<file path="src/rtl/mem_arbiter.sv">
// rtl/mem_arbiter.sv - IFU/LSU arbiter onto one single-ported memory interface
// Optional build macro ARB_RR_EN: round-robin grant on ties (default: LSU priority).
module mem_arbiter #(
  parameter int unsigned AW      = 32,
  parameter int unsigned DW      = 32,
  parameter int unsigned TIMEOUT = 255
) (
  input  logic          clk,
  input  logic          rst,
  input  logic          ifu_req_valid,
  output logic          ifu_req_ready,
  input  logic [AW-1:0] ifu_addr,
  output logic          ifu_rsp_valid,
  input  logic          ifu_rsp_ready,
  output logic [DW-1:0] ifu_rsp_data,
  output logic          ifu_rsp_err,
  input  logic          lsu_req_valid,
  output logic          lsu_req_ready,
  input  logic [AW-1:0] lsu_addr,
  input  logic          lsu_wen,
  input  logic [DW-1:0] lsu_wdata,
  input  logic [2:0]    lsu_wlen,
  output logic          lsu_rsp_valid,
  input  logic          lsu_rsp_ready,
  output logic [DW-1:0] lsu_rsp_rdata,
  output logic          lsu_rsp_err,
  output logic          mem_req_valid,
  input  logic          mem_req_ready,
  output logic [AW-1:0] mem_addr,
  output logic          mem_wen,
  output logic [DW-1:0] mem_wdata,
  output logic [2:0]    mem_wlen,
  input  logic          mem_rsp_valid,
  input  logic [DW-1:0] mem_rsp_data,
  output logic          busy,
  output logic          owner
);

  typedef enum logic [1:0] {IDLE, REQ, WAIT, RSP} state_e;

  state_e        state_q, state_d;
  logic          owner_q, owner_d;
  logic [AW-1:0] addr_q, addr_d;
  logic          wen_q, wen_d;
  logic [DW-1:0] wdata_q, wdata_d;
  logic [2:0]    wlen_q, wlen_d;
  logic [DW-1:0] rdata_q, rdata_d;
  logic          err_q, err_d;
  logic [31:0]   cnt_q, cnt_d;

  logic grant_lsu;
  logic grant_ifu;
  logic wlen_ok;

`ifdef ARB_RR_EN
  // On a tie, hand the memory to whoever did not own the last transaction.
  assign grant_lsu = lsu_req_valid && (!ifu_req_valid || !owner_q);
`else
  assign grant_lsu = lsu_req_valid;
`endif
  assign grant_ifu = ifu_req_valid && !grant_lsu;

  assign wlen_ok = (lsu_wlen == 3'b001) || (lsu_wlen == 3'b010) || (lsu_wlen == 3'b100);

  // State and latched-command registers.
  always_ff @(posedge clk) begin
    if (!rst) begin
      state_q <= IDLE;
      owner_q <= 1'b1;
      addr_q  <= '0;
      wen_q   <= 1'b0;
      wdata_q <= '0;
      wlen_q  <= 3'b000;
      rdata_q <= '0;
      err_q   <= 1'b0;
      cnt_q   <= '0;
    end else begin
      state_q <= state_d;
      owner_q <= owner_d;
      addr_q  <= addr_d;
      wen_q   <= wen_d;
      wdata_q <= wdata_d;
      wlen_q  <= wlen_d;
      rdata_q <= rdata_d;
      err_q   <= err_d;
      cnt_q   <= cnt_d;
    end
  end

  // Next-state logic and request handshakes.
  always_comb begin
    state_d       = state_q;
    owner_d       = owner_q;
    addr_d        = addr_q;
    wen_d         = wen_q;
    wdata_d       = wdata_q;
    wlen_d        = wlen_q;
    rdata_d       = rdata_q;
    err_d         = err_q;
    cnt_d         = cnt_q;
    ifu_req_ready = 1'b0;
    lsu_req_ready = 1'b0;
    case (state_q)
      IDLE: begin
        ifu_req_ready = grant_ifu;
        lsu_req_ready = grant_lsu;
        if (grant_lsu) begin
          owner_d = 1'b1;
          addr_d  = lsu_addr;
          wen_d   = lsu_wen;
          wdata_d = lsu_wen ? lsu_wdata : '0;
          wlen_d  = lsu_wen ? lsu_wlen : 3'b000;
          rdata_d = '0;
          err_d   = 1'b0;
          // Illegal store length never reaches the memory.
          if (lsu_wen && !wlen_ok) begin
            err_d   = 1'b1;
            state_d = RSP;
          end else begin
            state_d = REQ;
          end
        end else if (grant_ifu) begin
          owner_d = 1'b0;
          addr_d  = ifu_addr;
          wen_d   = 1'b0;
          wdata_d = '0;
          wlen_d  = 3'b000;
          rdata_d = '0;
          err_d   = 1'b0;
          state_d = REQ;
        end
      end
      REQ: begin
        if (mem_req_ready) begin
          cnt_d   = '0;
          state_d = WAIT;
        end
      end
      WAIT: begin
        if (mem_rsp_valid) begin
          rdata_d = wen_q ? '0 : mem_rsp_data;
          err_d   = 1'b0;
          state_d = RSP;
        end else if ((TIMEOUT != 0) && (cnt_q == TIMEOUT - 1)) begin
          rdata_d = '0;
          err_d   = 1'b1;
          state_d = RSP;
        end else begin
          cnt_d = cnt_q + 32'd1;
        end
      end
      RSP: begin
        if (owner_q ? lsu_rsp_ready : ifu_rsp_ready) begin
          state_d = IDLE;
        end
      end
      default: state_d = IDLE;
    endcase
  end

  assign mem_req_valid = (state_q == REQ);
  assign mem_addr      = addr_q;
  assign mem_wen       = wen_q;
  assign mem_wdata     = wdata_q;
  assign mem_wlen      = wlen_q;

  assign ifu_rsp_valid = (state_q == RSP) && !owner_q;
  assign lsu_rsp_valid = (state_q == RSP) && owner_q;
  assign ifu_rsp_data  = rdata_q;
  assign lsu_rsp_rdata = rdata_q;
  assign ifu_rsp_err   = ifu_rsp_valid && err_q;
  assign lsu_rsp_err   = lsu_rsp_valid && err_q;

  assign busy  = (state_q != IDLE);
  assign owner = owner_q;

endmodule
</file>
<file path="config.mk">
export PLATFORM = sky130hd
export DESIGN_NAME = mem_arbiter
export DESIGN_NICKNAME = d
export VERILOG_FILES = /design/src/rtl/mem_arbiter.sv
export SDC_FILE = /design/constraint.sdc
export NUM_CORES = 1
export LEC_CHECK = 0
export ABC_CLOCK_PERIOD_IN_PS = 3460
export CORE_ASPECT_RATIO = 1.75
export CORE_MARGIN = 2
export CORE_UTILIZATION = 46
export CTS_CLUSTER_SIZE = 20
export DETAILED_ROUTE_END_ITERATION = 12
export PLACE_DENSITY = 0.95
export SETUP_SLACK_MARGIN = 0.15
export SLEW_MARGIN = 20
export SYNTH_ARGS = -nofsm -noshare
export SYNTH_HDL_FRONTEND = slang
export SYNTH_SLANG_ARGS = --single-unit
</file>
<file path="constraint.sdc">
create_clock -name clk -period 3.46 [get_ports clk]
set_clock_uncertainty 0.1 [all_clocks]
set_input_delay 0.692 -clock clk [delete_from_list [all_inputs] [get_ports clk]]
set_output_delay 0.692 -clock clk [all_outputs]
set_load 0.1 [all_outputs]
</file>
==> summary.txt <==
GRT
  – Routing usage on met3: 8.49%
  – Total GRT Usage: 27.1%
  – Busiest grt layer: met2
  – Antenna violations before repair: 0
  – Largest net degree at the start of global routing: 65
  – Grt met2 use: 47.3%
  – First-pass GRT wire length: 32.1 mm
  – Vias in the first global route: 6386
  – Met1 Use GR: 29.9%
  – Remaining Overflow, GRT: 0

Floorplanning
  – Rows: 56
  – Die area: 0.0148 mm^2
  – Starting Density: 47.3%
  – # IOs: 281
  – Core Area: 0.0135 mm^2
  – Die Wd: 92.9 um
  – Chip Height: 160 um

Hold path
  – Tightest Hold Check Type: reg2reg
  – Min-delay src: ifu_rsp_data[7]

Setup path
  – Peak fanout along the critical path: 27
  – Crit end category: flop
  – Critical Path Source Type: flop
  – Worst Setup SP: state_q[0]
  – Worst R2R Start: state_q[0]
  – Required @ worst endpoint: 3.70 ns
  – R2R setup slack: 0.75 ns
  – R2r endpoint: ifu_rsp_data[26]
  – Data arrival, critical path: 2.96 ns
  – Crit Path Class: reg2reg
  – R2R depth: 6
  – Crit path to: ifu_rsp_data[26]

Clocking
  – Clock root buffer: clkbuf_16
  – CTS Sinks: 136
  – PostCTS Resize Cnt: 0
  – Clk buf depth: 2
  – Worst-Skew Late Latency: 0.42 ns
  – Cts bufs inserted: 17
  – CTS tree: yes
  – CTS clk-pin slew, worst paths: 0.06 ns
  – Setup bufs post-CTS: 0
  – Hold buffers post-CTS: 0
  – Max H-tree Level: 4

Placement
  – GP Congestion: 0.962
  – Dpl ws: 0.506 ns
  – Hpwl dp: 15.0 mm
  – PortBufs: 280
  – Placed Area: 0.00869 mm^2

Timing
  – Fin crit period: 2.71 ns
  – Final period util: 78.4%
  – Final setup violation count: 0
  – Setup TNS: 0 ns
  – RSZ-0062 raised after global routing: false
  – FMAX: 369 MHz
  – Hold Vio Cnt, Final: 0
  – Tightest Pin Transition: 1.08 ns
  – Hold WS: 0.379 ns
  – Slew HR: 28.0%
  – Slew Limit Fails: 0
  – Setup ws final: 0.748 ns

Route
  – Detailed Route WL: 20.5 mm
  – Initial DRC count: 542
  – Via Count: 6510
  – Drt pass-1 iters: 8
  – DRC violations left: 0
  – Post-DRT Antenna Nets: 0
  – Routed WL per cell: 17.9 um
  – Vias per cell: 5.70

Power and ir drop
  – Sw Pwr: 3.67 mW
  – P_int: 3.64 mW
  – Worst VDD drop: 0.819 mV
  – Combinational power share: 49.6%
  – Clock Power Share: 23.9%
  – Pwr dens: 789 mW/mm^2
  – Leak: 3.77 nW
  – Overall Power: 7.31 mW
  – Sw Ratio: 50.2%
  – Sequential share of power: 26.5%

Final layout
  – Antenna diode count: 0
  – Commonest cells after routing, fill and taps aside: buf_4 (153), clkdlybuf4s50_1 (138), dfxtp_1 (136), nand2_1 (91), nor2_1 (79)
  – Layout area overhead: 45.5%
  – Nets: 1102
  – Sequential standard cell area: 0.00272 mm^2
  – Number of fill cells: 1015
  – Most common cell after layout, fill and taps aside: buf_4
  – Footprint of the multi-input gates: 0.00315 mm^2
  – Share of layout cells above drive strength 1: 20.9%
  – Final Cell Area: 0.00926 mm^2

Synthesis
  – Mapped Nets: 882
  – Asr flop ratio synth: 0%
  – Synthesized area: 0.00636 mm^2
  – Sequential-to-total area share from yosys stat: 42.8%
  – Main synth FF type: dfxtp_1
  – Synth Warn #: 0
  – Cells after Synth: 736
  – Mean Syn Cell Area: 8.65 um^2
  – Post-synth EDFFs: 0
  – #FFs+latches synth: 136
  – Synth cell types: 56

Run
  – Max cap viols: 0

Status
  – Status: finished, final reports clean
==> how the worst min path moves through the flow <==
stage	end	depth (start not counted)
finish	ifu_rsp_data[7]	2
global route	ifu_rsp_data[7]	2
CTS	ifu_rsp_data[4]	2
detailed placement	ifu_rsp_data[4]	2
global placement	ifu_rsp_data[9]	2
floorplan	err_q	2
==> metrics by stage <==
step	instances	utilization [%]
after floorplan	736	-
after global placement	1111	64.6
after detailed placement	1111	64.6
after CTS	1143	68.8
after global routing	1143	68.8
final	1143	68.8
==> critical path, cell delays in order, from the launching register on <==
cell and delay (ns):
dfxtp_1 0.33, inv_1 0.11, ha_1 0.45, nand2b_1 0.21, o21ai_4 0.88, buf_4 0.34
mux2i_1 0.20
==> kinds of logic (layout without fill, tap and decap cells) <==
logic type	count (synthesis)	in the layout	share of synthesized area, %
flops	136	136	42.8
simple gates	262	262	19.6
mux	65	65	10.2
buf+inv	105	338	8.20
fa+ha+maj	6	6	1.18
compound gates	160	160	17.7
xor+xnor	2	2	0.275
==> state kept, by name, indices dropped and copies added, names as in the netlist <==
| register | cells |
|---|---|
| ifu_rsp_data | 32 |
| mem_wdata | 32 |
| mem_addr | 32 |
| cnt_q | 32 |
| owner | 1 |
| mem_wlen | 3 |
| state_q | 2 |
| mem_wen | 1 |
| err_q | 1 |
==> layer usage <==
metal  up-vias  part of all wire (%)
li1       3078                     -
met1      3024                    36
met2       355                    52
met3        53                   8.7
met4         0                   3.0
met5         -                     0
==> Yosys cell counts, types with 12 or more instances <==
master / number / share of area [%]
a211oi_1: 35 / 4.1
a21oi_1: 17 / 1.3
a22oi_1: 36 / 4.2
a31oi_1: 22 / 2.2
buf_4: 32 / 3.8
clkbuf_1: 47 / 2.8
dfxtp_1: 136 / 43
inv_1: 13 / 0.77
mux2i_1: 65 / 10
nand2_1: 91 / 5.4
nand3_1: 20 / 1.6
nand4_1: 12 / 1.2
nor2_1: 80 / 4.7
==> power groups by stage <==
stage | sequential (mW) | clock (mW) | combinational, mW
4_1_cts | 1.94 | 1.76 | 3.62
5_1_grt | 1.96 | 1.83 | 3.76
6_report | 1.94 | 1.75 | 3.62
3_3_place_gp | 1.96 | 0 | 3.57
2_1_floorplan | 3.47 | 0 | 1.23
3_5_place_dp | 1.97 | 0 | 3.61
==> final cells by class <==
cell class | count | area share [%]
clock buffer | 19 | 4.78
clock inverter | 13 | 1.36
inverter | 13 | 0.527
multi-input combinational | 495 | 34.0
sequential | 136 | 29.4
tap | 174 | 2.35
timing repair buffer | 293 | 27.6
Note: power is estimated with default switching activity, not from simulation.
